`src/rtl/mips_pkg.sv`:
```
// Shared definitions for the MIPS pipeline front end: reset PC default,
// NOP encoding, word size and the IF/ID fetch-entry layout.
package mips_pkg;

    localparam logic [31:0] RESET_PC_DEFAULT = 32'h0000_0000;
    localparam logic [31:0] NOP_INSTR        = 32'h0000_0000;
    localparam logic [31:0] WORD_BYTES       = 32'd4;

    // One buffered fetch result as handed to IF/ID.
    typedef struct packed {
        logic [31:0] pc_plus4;
        logic [31:0] instr;
    } fetch_entry_t;

    // What IF/ID sees when there is nothing valid to present.
    localparam fetch_entry_t BUBBLE_ENTRY = '{pc_plus4: 32'h0000_0000, instr: NOP_INSTR};

    // Force an address onto a word boundary.
    function automatic logic [31:0] word_align(input logic [31:0] addr);
        return addr & ~(WORD_BYTES - 32'd1);
    endfunction

endpackage

```
`src/rtl/if_fetch_fifo.sv`:
```
// Two-entry instruction buffer between the imem response and IF/ID.
// Push/pop/flush in one cycle; flush wins. Head outputs read as a bubble
// (all zero) whenever the buffer is empty.
module if_fetch_fifo
    import mips_pkg::*;
(
    input  logic        clk,
    input  logic        rst,
    input  logic        flush_i,
    input  logic        push_i,
    input  logic [31:0] push_pc_plus4_i,
    input  logic [31:0] push_instr_i,
    input  logic        pop_i,
    output logic        head_valid_o,
    output logic [31:0] head_pc_plus4_o,
    output logic [31:0] head_instr_o,
    output logic [1:0]  occ_o
);

    logic         rd_ptr_q, rd_ptr_d;
    logic         wr_ptr_q, wr_ptr_d;
    logic [1:0]   occ_q, occ_d;
    fetch_entry_t mem_q [2];
    fetch_entry_t mem_d [2];
    fetch_entry_t head;

    // Next pointer, occupancy and storage contents.
    always_comb begin
        // NOTE: every signal assigned here gets a default first so no path
        // leaves it unassigned, which is what would infer a latch.
        rd_ptr_d = rd_ptr_q;
        wr_ptr_d = wr_ptr_q;
        occ_d    = occ_q;
        mem_d    = mem_q;

        if (flush_i) begin
            rd_ptr_d = 1'b0;
            wr_ptr_d = 1'b0;
            occ_d    = 2'd0;
        end else begin
            if (push_i) begin
                // When full, wr_ptr == rd_ptr: the slot written is the one
                // being popped this same cycle, so the head is read first.
                mem_d[wr_ptr_q] = '{pc_plus4: push_pc_plus4_i, instr: push_instr_i};
                wr_ptr_d        = ~wr_ptr_q;
            end
            if (pop_i) begin
                rd_ptr_d = ~rd_ptr_q;
            end
            case ({push_i, pop_i})
                2'b10:   occ_d = occ_q + 2'd1;
                2'b01:   occ_d = occ_q - 2'd1;
                default: occ_d = occ_q;
            endcase
        end
    end

    // Control state, cleared by the asynchronous reset.
    always_ff @(posedge clk or posedge rst) begin
        // NOTE: state registers use non-blocking assignments so every flop
        // samples its _d value from before the edge, regardless of order.
        if (rst) begin
            rd_ptr_q <= 1'b0;
            wr_ptr_q <= 1'b0;
            occ_q    <= 2'd0;
        end else begin
            rd_ptr_q <= rd_ptr_d;
            wr_ptr_q <= wr_ptr_d;
            occ_q    <= occ_d;
        end
    end

    // Entry storage.
    always_ff @(posedge clk) begin
        // NOTE: the data array is deliberately not reset; occupancy alone
        // decides validity and the head is masked to a bubble when empty.
        mem_q <= mem_d;
    end

    // Present the head, or a bubble when nothing is buffered.
    always_comb begin
        head = BUBBLE_ENTRY;
        if (occ_q != 2'd0) begin
            head = mem_q[rd_ptr_q];
        end
    end

    assign head_valid_o    = (occ_q != 2'd0);
    assign head_pc_plus4_o = head.pc_plus4;
    assign head_instr_o    = head.instr;
    assign occ_o           = occ_q;

    // The credit scheme upstream must never push into a full buffer
    // unless the head leaves in the same cycle.
    push_into_full_a: assert property (@(posedge clk) disable iff (rst)
        !(push_i && !pop_i && !flush_i && (occ_q == 2'd2)));

    pop_from_empty_a: assert property (@(posedge clk) disable iff (rst)
        !(pop_i && !flush_i && (occ_q == 2'd0)));

endmodule

```
`src/rtl/if_fetch_unit.sv`:
```
// IF stage of the 5-stage MIPS pipeline. Owns the PC, issues word fetches
// over a req/ready + rvalid handshake, buffers responses in a 2-entry FIFO
// and presents {pc_plus4, instr, valid} to IF/ID. Redirects flush the path
// and discard a response still in flight.
// Optional: define IF_FETCH_PERF_EN to add perf_bubble_cnt_o, a saturating
// count of cycles in which IF/ID is written with a bubble.
module if_fetch_unit
    import mips_pkg::*;
#(
    parameter logic [31:0] RESET_PC  = RESET_PC_DEFAULT,
    parameter int          BUF_DEPTH = 2
) (
    input  logic        clk,
    input  logic        rst,
    input  logic        stall_i,
    input  logic        redirect_i,
    input  logic [31:0] redirect_pc_i,
    output logic        imem_req_o,
    output logic [31:0] imem_addr_o,
    input  logic        imem_ready_i,
    input  logic        imem_rvalid_i,
    input  logic [31:0] imem_rdata_i,
    output logic        if_valid_o,
    output logic [31:0] if_pc_plus4_o,
    output logic [31:0] if_instr_o
`ifdef IF_FETCH_PERF_EN
    ,
    output logic [31:0] perf_bubble_cnt_o
`endif
);

    logic [31:0] pc_q, pc_d;
    logic [31:0] req_pc_q, req_pc_d;
    logic        outstanding_q, outstanding_d;
    logic        drop_pending_q, drop_pending_d;

    logic        fifo_valid;
    logic [1:0]  fifo_occ;
    logic [31:0] head_pc_plus4;
    logic [31:0] head_instr;

    logic        pop;
    logic        push;
    logic        req;
    logic        accept;
    logic [2:0]  credits_used;

    // Handshake decode: pop to IF/ID, push from imem, and whether a new
    // fetch fits in the buffer once everything in flight has landed.
    always_comb begin
        pop          = fifo_valid && !stall_i && !redirect_i;
        push         = imem_rvalid_i && !drop_pending_q && !redirect_i;
        credits_used = {1'b0, fifo_occ} + {2'b00, outstanding_q} - {2'b00, pop};
        req          = !rst && !redirect_i
                       && (!outstanding_q || imem_rvalid_i)
                       && (credits_used < 3'(BUF_DEPTH));
        accept       = req && imem_ready_i;
    end

    // Next PC, in-flight tracking and stale-response bookkeeping.
    always_comb begin
        pc_d           = pc_q;
        req_pc_d       = req_pc_q;
        outstanding_d  = outstanding_q;
        drop_pending_d = drop_pending_q;

        // A response always retires the single in-flight request; a new
        // accept in the same cycle immediately re-arms it.
        if (imem_rvalid_i) begin
            outstanding_d  = 1'b0;
            drop_pending_d = 1'b0;
        end
        if (accept) begin
            req_pc_d      = pc_q;
            pc_d          = pc_q + WORD_BYTES;
            outstanding_d = 1'b1;
        end

        if (redirect_i) begin
            pc_d = word_align(redirect_pc_i);
            // A request still waiting for its data must have that data
            // thrown away when it arrives; a response arriving right now is
            // already dropped because push is blocked.
            if (outstanding_q && !imem_rvalid_i) begin
                drop_pending_d = 1'b1;
            end
        end
    end

    // Fetch-control registers with asynchronous reset.
    always_ff @(posedge clk or posedge rst) begin
        if (rst) begin
            pc_q           <= RESET_PC;
            req_pc_q       <= RESET_PC;
            outstanding_q  <= 1'b0;
            drop_pending_q <= 1'b0;
        end else begin
            pc_q           <= pc_d;
            req_pc_q       <= req_pc_d;
            outstanding_q  <= outstanding_d;
            drop_pending_q <= drop_pending_d;
        end
    end

    if_fetch_fifo u_fifo (
        .clk             (clk),
        .rst             (rst),
        .flush_i         (redirect_i),
        .push_i          (push),
        .push_pc_plus4_i (req_pc_q + WORD_BYTES),
        .push_instr_i    (imem_rdata_i),
        .pop_i           (pop),
        .head_valid_o    (fifo_valid),
        .head_pc_plus4_o (head_pc_plus4),
        .head_instr_o    (head_instr),
        .occ_o           (fifo_occ)
    );

    assign imem_req_o    = req;
    assign imem_addr_o   = pc_q;
    assign if_valid_o    = fifo_valid;
    assign if_pc_plus4_o = head_pc_plus4;
    assign if_instr_o    = head_instr;

`ifdef IF_FETCH_PERF_EN
    logic [31:0] perf_cnt_q, perf_cnt_d;

    // Count bubble cycles written into IF/ID, saturating at all ones.
    always_comb begin
        perf_cnt_d = perf_cnt_q;
        if (!fifo_valid && !stall_i && (perf_cnt_q != 32'hFFFF_FFFF)) begin
            perf_cnt_d = perf_cnt_q + 32'd1;
        end
    end

    // Bubble counter register.
    always_ff @(posedge clk or posedge rst) begin
        if (rst) begin
            perf_cnt_q <= 32'h0000_0000;
        end else begin
            perf_cnt_q <= perf_cnt_d;
        end
    end

    assign perf_bubble_cnt_o = perf_cnt_q;
`endif

    // The memory returns exactly one response per accepted request.
    rvalid_expected_a: assert property (@(posedge clk) disable iff (rst)
        imem_rvalid_i |-> outstanding_q);

    // Fetch addresses are always word aligned.
    addr_aligned_a: assert property (@(posedge clk) disable iff (rst)
        imem_addr_o[1:0] == 2'b00);

endmodule

```
`config.mk`:
```
export PLATFORM = sky130hd
export DESIGN_NAME = if_fetch_unit
export DESIGN_NICKNAME = d
export VERILOG_FILES = /design/src/rtl/mips_pkg.sv /design/src/rtl/if_fetch_fifo.sv /design/src/rtl/if_fetch_unit.sv
export SDC_FILE = /design/constraint.sdc
export NUM_CORES = 1
export LEC_CHECK = 0
export BUFFER_PORTS_ARGS = -buffer_cell sky130_fd_sc_hd__buf_4
export CAP_MARGIN = 20
export CORE_UTILIZATION = 50
export CTS_CLUSTER_DIAMETER = 120
export CTS_CLUSTER_SIZE = 28
export DETAILED_ROUTE_END_ITERATION = 8
export MAX_ROUTING_LAYER = met4
export PLACE_DENSITY = 0.77
export SLEW_MARGIN = 20
export SYNTH_ARGS = -nofsm -noshare
export SYNTH_HDL_FRONTEND = slang
export SYNTH_SLANG_ARGS = --single-unit
```
`constraint.sdc`:
```
create_clock -name clk -period 6.3 [get_ports clk]
set_input_delay 0.945 -clock clk [delete_from_list [all_inputs] [get_ports clk]]
set_output_delay 0.945 -clock clk [all_outputs]
set_load 0.05 [all_outputs]
```
==> results of run 1 <==
-- cells by family after synthesis --
group                      synth area share, %
buffers and inverters                     2.27
other                                   0.0442
DFF                                       63.3
and+or+nand+nor                           17.2
AOI/OAI and AO/OA                         4.18
muxes                                     7.66
adders and majority gates                0.678
xor gates and xnor gates                  4.64
-- layout make-up --
cell class                 count  area [um2]
fill                        1347        6060
sequential                   190        5380
multi-input combinational    477        2970
timing repair buffer         167        1250
clock buffer                  19         453
tap                          220         275
clock inverter                13         163
inverter                       9        33.8
-- cell usage in the layout (no fill, tap or decap), types with 8 or more instances in the layout --
master and instances:
nand3_1 15, xnor2_1 34, edfxtp_1 124, xor2_1 11, o21ai_0 29, nand4_1 19, nand2_1 127, dfrtp_1 65
nor2_1 75, buf_4 167, clkbuf_16 17, mux2i_1 65, inv_1 8
-- worst min-delay path: stages (launching register included) --
cell and delay, ps:
dfrtp_1 360, nand2_1 60, nand2_1 60
-- power groups by stage --
stage / logic, W / registers (W) / clock network (W)
3_5_place_dp: 0.000629 / 0.00166 / 0
4_1_cts: 0.000633 / 0.00164 / 0.00111
2_1_floorplan: 0.000394 / 0.00168 / 0
3_3_place_gp: 0.000617 / 0.00166 / 0
6_report: 0.000628 / 0.00164 / 0.00109
5_1_grt: 0.000677 / 0.00166 / 0.00115
-- sequential cells by signal (all words and copies together) (netlist names) --
signal and flops:
req_pc_q 30, u_fifo.wr_ptr_q 1, u_fifo.occ_o 2, outstanding_q 1, u_fifo.mem_q 124, drop_pending_q 1, imem_addr_o 30, u_fifo.rd_ptr_q 1
-- final timing paths --
check | start | to | cells past startpoint
min in group asynchronous | rst | outstanding_q$_DFFE_PP0P_ | 2
setup reg to reg | u_fifo.occ_o[1]$_DFFE_PP0P_ | imem_addr_o[23]$_DFFE_PP0P_ | 11
hold / removal | req_pc_q[31]$_DFFE_PP0P_ | req_pc_q[31]$_DFFE_PP0P_ | 2
max in group asynchronous | rst | req_pc_q[16]$_DFFE_PP0P_ | 3
hold reg to reg | req_pc_q[31]$_DFFE_PP0P_ | req_pc_q[31]$_DFFE_PP0P_ | 2
setup / recovery | u_fifo.occ_o[1]$_DFFE_PP0P_ | imem_req_o | 9
-- metal layers --
layer	part of all wire, %	GRT usage (%)	vias to the layer above
met5	0	-	-
met2	45	30.2	228
met4	2.1	7.85	0
met3	7.3	4.46	28
li1	-	-	2828
met1	45	27.6	2665
-- through the flow --
| stage | total power [W] | utilization, % | cells |
|---|---|---|---|
| 2_1_floorplan | 0.00208 | - | 713 |
| 3_3_place_gp | 0.00227 | 59.7 | 1063 |
| 3_5_place_dp | 0.00229 | 59.7 | 1063 |
| 4_1_cts | 0.00338 | 63.5 | 1095 |
| 5_1_grt | 0.00348 | 63.5 | 1095 |
| 6_report | 0.00336 | 63.5 | 1095 |
==> metrics, run 1 <==
reg-to-reg slack, setup 2160 ps; top post-synthesis cells by area edfxtp_1 44%, dfrtp_1 19%, mux2i_1 7.7%; global-route wire length before repair 26900 um; crit path capture type output pin; GPL Wtd Cong 0.836; PD cells 319 mW/mm2; cell family with most CP delay simple AND/OR/NAND/NOR gates; drt first pass iters 5; Pint 0.00237 W; largest net degree at the start of global routing 67; post-layout min period 4200 ps; CP arrival 3250 ps; maximum vdd drop 0.228 mV; placed inst area 0.00991 mm2; Yosys warning total 0; core area 0.0166 mm2; pre-CTS setup slack 1830 ps; RSZ-0062 raised after global routing false; H-tree depth 4; Period Utilization, post-route 66.6%; DIE AREA 0.0175 mm2; DIE WIDTH 132 um; TritonCTS buffer count 17; antenna diode count 0; Avg Vias per Cell 5.25; Clock Pin Slew Worst Setup and Hold Paths 70 ps; Setup Viol. Count Final 0; later-pin clock latency in the skew report 430 ps; CTS tree built; Max Root-Sink Buffers 2; port bufs 161; P_leak 4.19 nW; # Max-Cap Violations 0; Buffers & Inverters on Critical Path 2; final setup margin 2100 ps; Die Height 132 um; gr ovfl total 0; Seq/Total Area, Yosys 63.3%; Critical-path top delay cell buf_4; min-delay worst type register to register; number of synthesized register bits 190; Synth cell types 53; Combinational Power Share 18.7%; clock skew 6.58 ps; syn avg cell area 12.0 um2; io pins 168; Post-DP HPWL 11200 um; hold slack 516 ps; slew of the pin with the lowest slew margin 1090 ps; Post-synth top flop edfxtp_1; Syn-to-layout area delta 23.9%; Routed Antenna Nets 0; Core Rows 47; Critical Path RT 5350 ps; cts hold-fix bufs 0; Synth area leader edfxtp_1; initial antenna violation count 0; cts repair resizes 0; most frequent CP cell buf_4; largest fanout on the critical path 66; Final nets 936; CTS sink cnt 190; Root Buffer clkbuf_16; cells along the critical path nor2_4 > buf_4 > nor3_1 > ha_1 > nand2b_1 > fa_1 > nor3b_2 > and3_1 > buf_4; fmax 0.238 GHz; final wirelength 17000 um; Reg power frac 48.8%; post-layout instance area 0.0105 mm2; Switching Share 29.5%; layout cells sized above 1 24.5%; number of flops mapped to enable cells by yosys 124; Post-route DRC 0; Post-synth top cells 127 x nand2_1, 124 x edfxtp_1, 76 x nor2_1; CP Class register to output pin; Post-CTS Setup Repair Bufs 0; most frequent cell after synthesis nand2_1; Slew headroom 27.1%; final hold vios 0; vias in the first global route 5332; Initial Util 51.2%; Max stage delay on crit path 540 ps; Mapped Cells 710; status finished clean; initial drt markers 313; max-slew violation count 0; Avg WL per Cell 15.5 um; GRT Total Usage 20.4%; Mapped Area 0.00849 mm2; vias 5749; fraction of registers with async set/reset 34.7%; crit start category register; P_sw 0.000991 W; Final TNS setup 0 ps; clock share of power 32.5%; Synth top area share 43.8%
Note: power is estimated with default switching activity, not from simulation.
==> run 2, diff against run 1 <==
Settings changed: ABC_AREA from default to 1.
Clock period 6.3 ns to 4 ns, I/O delays scaled along.
==> metrics, run 2 <==
status finished clean; met1 Use GR 30.5%; crit path capture type output pin; Post-CTS Setup Repair Bufs 0; reg-to-reg slack, setup 930 ps; Avg Vias per Cell 5.12; Biggest register u_fifo.mem_q; Core Rows 49; Avg WL per Cell 14.6 um; Post-synth top cells 387 x nand2_1, 124 x edfxtp_1, 90 x nand3_1; Post-synth top flop edfxtp_1; fmax 0.315 GHz; Final TNS setup 0 ps; number of synthesized register bits 190; simple-gate portion of the synthesized area 26.5%; fin util 62.0%; syn avg cell area 8.79 um2; layout cells sized above 1 18.1%; Die Height 137 um; cts hold-fix bufs 0; commonest non-fill, non-tap cell in the layout nand2_1; Critical-path top delay cell dfrtp_1; GR Util met3 4.34%; number of flops mapped to enable cells by yosys 124; P_leak 4.84 nW; H-tree depth 4; antenna diode count 0; RSZ-0062 raised after global routing false; GPL Wtd Cong 0.906; mux cell area share after synthesis 0%; Slew headroom 43.1%; Post-DP HPWL 14300 um; CP Class register to output pin; Clock Pin Slew Worst Setup and Hold Paths 70 ps; most frequent cell after synthesis nand2_1; GR peak layer met2; later-pin clock latency in the skew report 430 ps; PD cells 640 mW/mm2; post-layout instance area 0.0111 mm2; Mapped Cells 1040; largest fanout on the critical path 6; placed inst area 0.0105 mm2; clock skew 9.49 ps; Syn-to-layout area delta 21.8%; initial antenna violation count 0; cells along the critical path nor2_4 > nor2_1 > nand2_1 > inv_1 > ha_1 > inv_1 > nand2_1 > fa_1 > nand3_1 > nor2_1 > buf_4; GRT Total Usage 23.5%; core area 0.0180 mm2; Buffers & Inverters on Critical Path 3; fillers 1535; final wirelength 20900 um; cell family with most CP delay adder cells; Initial Util 50.9%; vias 7323; crit start category register; CTS tree built; Critical Path RT 3400 ps; maximum vdd drop 0.374 mV; gr ovfl total 0; XOR/XNOR Fraction of Synth Area 2.11%; Mapped Area 0.00914 mm2; io pins 168; top post-synthesis cells by area edfxtp_1 41%, dfrtp_1 18%, nand2_1 16%; Max Root-Sink Buffers 2; Routed Antenna Nets 0; R2R cell count 18; commonest non-fill, non-tap cells in the layout 387 x nand2_1, 168 x buf_4, 124 x edfxtp_1; CP arrival 2580 ps; FF-to-FF End imem_addr_o[7]$_DFFE_PP0P_; max-slew violation count 0; # Max-Cap Violations 0; max reg flops 124; fraction of registers with async set/reset 34.7%; Final nets 1264; DIE AREA 0.0188 mm2; Max stage delay on crit path 510 ps; combinational family with the most area after synthesis simple AND/OR/NAND/NOR gates; Synth area leader edfxtp_1; Synth cell types 33; post-layout min period 3180 ps; initial drt markers 408; DIE WIDTH 137 um; vias in the first global route 6758; CTS sink cnt 190; met2 Use GR 37.2%; TritonCTS buffer count 17; Root Buffer clkbuf_16; slew of the pin with the lowest slew margin 853 ps; min-delay worst type input port to async pin; Setup Viol. Count Final 0; port bufs 161; post-synthesis compound-gate area fraction 6.07%; Yosys warning total 0; FF-to-FF Start u_fifo.occ_o[1]$_DFFE_PP0P_; Period Utilization, post-route 79.5%; Adder-Cell Fraction of Synth Area 0.630%; Post-route DRC 0; largest net degree at the start of global routing 84; Seq/Total Area, Yosys 58.8%; cts repair resizes 0; final hold vios 0; global-route wire length before repair 32900 um; Synth top area share 40.8%; drt first pass iters 7
run 2: report_power, final:
group | switching (W) | leakage (nW) | internal [W]
clock | 0.000752 | 0.277 | 0.000931
sequential | 0.000325 | 1.97 | 0.00249
combinational | 0.00188 | 2.59 | 0.000745
total | 0.00296 | 4.84 | 0.00416
run 2: metal layers:
metal | share of wire (%) | wire length, um | vias up
met5 | 0 | 0 | -
met4 | 2.0 | 419 | 0
met3 | 6.8 | 1430 | 28
met2 | 46 | 9720 | 255
met1 | 45 | 9370 | 3352
li1 | - | - | 3688
run 2: cell families after synthesis:
logic type	Yosys count
xor gates and xnor gates	22
and+or+nand+nor	587
AOI/OAI and AO/OA	110
buffers and inverters	126
adders and majority gates	4
DFF	190
other	1
run 2: area by class of cell:
| type | instances | area [um2] | area share [%] |
|---|---|---|---|
| Sequential cell | 190 | 5380 | 48.3 |
| Multi-Input combinational cell | 727 | 3270 | 29.4 |
| Timing Repair Buffer | 170 | 1300 | 11.7 |
| Clock buffer | 17 | 425 | 3.82 |
| Inverter | 84 | 315 | 2.83 |
| Tap cell | 229 | 287 | 2.57 |
| Clock inverter | 14 | 159 | 1.43 |
run 2: worst max path at each step:
stage                                startpoint                    endpoint  slack (ps)  depth (start not counted)
floorplan                                   rst                  imem_req_o         510                          3
global placement                     redirect_i  imem_addr_o[5]$_DFFE_PP0P_         730                         18
detailed placement                   redirect_i  imem_addr_o[7]$_DFFE_PP0P_         660                         18
CTS                 u_fifo.occ_o[1]$_DFFE_PP0P_                  imem_req_o         810                         11
global route        u_fifo.occ_o[1]$_DFFE_PP0P_  imem_addr_o[7]$_DFFE_PP0P_         550                         18
finish              u_fifo.occ_o[1]$_DFFE_PP0P_                  imem_req_o         820                         11
run 2: worst register-to-register path: cells and delay by family, from the launching register on:
family	cells	cell delay, ps
AND/OR/NAND/NOR	11	950
flip-flops	1	510
adder cells (fa/ha/maj)	2	590
buffers and inverters	5	960
run 2: per-stage QoR:
step                      cells  setup WS (ps)  hold WS (ps)  total power (W)
final                      1431            821          35.7          0.00712
after global routing       1431            552          30.0          0.00748
after CTS                  1431            809          24.1          0.00715
after detailed placement   1400            655           490          0.00547
after global placement     1400            730           487          0.00541
after floorplan            1043            514           472          0.00465
==> run 3, diff against run 2 <==
Settings changed: PLACE_DENSITY 0.77 to 0.8.
Clock period 4 ns to 2.75 ns, I/O delays scaled along.
==> metrics, run 3 (synthesized netlist as in run 2, its figures left out) <==
status complete, but fails checks; failing checks setup timing; Max Root-Sink Buffers 2; max-slew violation count 0; initial drt markers 478; Slew headroom 46.0%; maximum vdd drop 0.548 mV; Setup Viol. Count Final 1; R2R cell count 16; max reg flops 124; P_leak 4.94 nW; GRT Total Usage 24.1%; cells along the critical path nor2_4 > nor2_2 > nand2_1 > inv_2 > ha_4 > inv_2 > nand2_2 > fa_1 > nand3_2 > nor2_2 > buf_6; reg-to-reg slack, setup 180 ps; Post-DP HPWL 14700 um; Worst Hold Depth 1; HP Start imem_rdata_i[26]; crit path capture type output pin; FF-to-FF End imem_addr_o[6]$_DFFE_PP0P_; drt first pass iters 7; hold slack 166 ps; Multi-input gate area 0.00329 mm2; DIE AREA 0.0188 mm2; Critical Path RT 2340 ps; later-pin clock latency in the skew report 430 ps; io pins 168; vias in the first global route 6932; commonest non-fill, non-tap cells in the layout 386 x nand2_1, 173 x buf_4, 124 x edfxtp_1; Die Height 137 um; largest fanout on the critical path 2; CTS tree built; FF-to-FF Start u_fifo.occ_o[1]$_DFFE_PP0P_; gr ovfl total 0; Clock Pin Slew Worst Setup and Hold Paths 70 ps; pre-CTS setup slack 137 ps; Period Utilization, post-route 103%; Syn-to-layout area delta 24.2%; final hold vios 0; CP arrival 2410 ps; post-layout min period 2820 ps; register area 0.00538 mm2; crit start category register; initial antenna violation count 0; Root Buffer clkbuf_16; Avg WL per Cell 14.6 um; Biggest register u_fifo.mem_q; vias 7384; final setup margin -68.9 ps; port bufs 161; Routed Antenna Nets 0; fin util 63.2%; H-tree depth 4; slew of the pin with the lowest slew margin 810 ps; GPL Wtd Cong 0.926; layout cells sized above 1 19.4%; hold worst-path end u_fifo.mem_q[26]$_DFFE_PP_; Critical-path top delay cell fa_1; CTS sink cnt 190; fmax 0.355 GHz; DIE WIDTH 137 um; RSZ-0062 raised after global routing true; Core Rows 49; antenna diode count 0; min-delay worst type input port to register; Max stage delay on crit path 590 ps; core area 0.0180 mm2; Final nets 1274; global-route wire length before repair 33800 um; total power 0.0107 W; final wirelength 21100 um; TritonCTS buffer count 17; Post-route DRC 0; Avg Vias per Cell 5.12; commonest non-fill, non-tap cell in the layout nand2_1; # Max-Cap Violations 0; clock skew 9.69 ps; largest net degree at the start of global routing 67; Initial Util 50.9%; PD cells 942 mW/mm2; CP Class register to output pin; fillers 1492
==> run 3: cell types whose count changed in the layout (fill, tap and decap cells not counted), sizes merged <==
cell    before  now
clkbuf      17   19
clkinv       6    7
inv         87   82
buf        170  180
bufinv       2    5
==> run 3: final cells by class <==
cell class / instances / share of cell area [%]
Sequential cell: 190 / 47.4
Tap cell: 229 / 2.52
Multi-Input combinational cell: 727 / 29.0
Inverter: 84 / 2.81
Clock inverter: 13 / 1.86
Timing Repair Buffer: 180 / 12.6
Clock buffer: 19 / 3.81
==> run 3: worst max path at each step <==
stage	slack, ps	end	cells after the start	startpoint
after floorplan	-220	u_fifo.mem_q[100]$_DFFE_PP_	5	redirect_i
after global placement	190	imem_addr_o[5]$_DFFE_PP0P_	16	stall_i
after detailed placement	140	imem_addr_o[6]$_DFFE_PP0P_	16	stall_i
after CTS	-40	imem_req_o	11	u_fifo.occ_o[0]$_DFFE_PP0P_
after global routing	-160	imem_req_o	11	u_fifo.occ_o[1]$_DFFE_PP0P_
final	-70	imem_req_o	11	u_fifo.occ_o[1]$_DFFE_PP0P_
==> run 3: stage by stage <==
stage,instances,setup TNS (ps),instance area (um2)
final,1442,-68.9,11300
after global routing,1442,-158,11300
after CTS,1441,-44.6,11300
after detailed placement,1408,0,10700
after global placement,1408,0,10700
after floorplan,1043,-26150,9160
==> run 3: timing repair <==
| item | CTS | global route |
|---|---|---|
| setup buffers | 1 | 1 |
| gates resized for setup | 2 | 5 |
| pin swaps | 0 | 3 |
| setup endpoints to repair | 1 | 2 |
| hold buffers | 0 | 0 |
| endpoints found under the hold margin | 0 | 0 |
==> run 3: per-layer routing <==
metal / track usage [%] / routed length [um] / vias up
met5: - / 0 / -
met4: 7.81 / 328 / 0
met3: 4.78 / 1600 / 26
met2: 38.6 / 10000 / 266
met1: 30.8 / 9150 / 3381
li1: - / - / 3711
==> run 3: worst max-delay path, delay by kind of cell, from the launching register on <==
family	cells	cell delay, ps
flops	1	400
fa+ha+maj	2	790
simple gates	6	530
buf+inv	3	270
==> run 3: where the power goes <==
| part | total (W) | leakage, nW | switching [W] | internal, W |
|---|---|---|---|---|
| sequential | 0.00409 | 1.97 | 0.000471 | 0.00362 |
| combinational | 0.00394 | 2.66 | 0.00279 | 0.00114 |
| clock | 0.00266 | 0.308 | 0.00104 | 0.00162 |
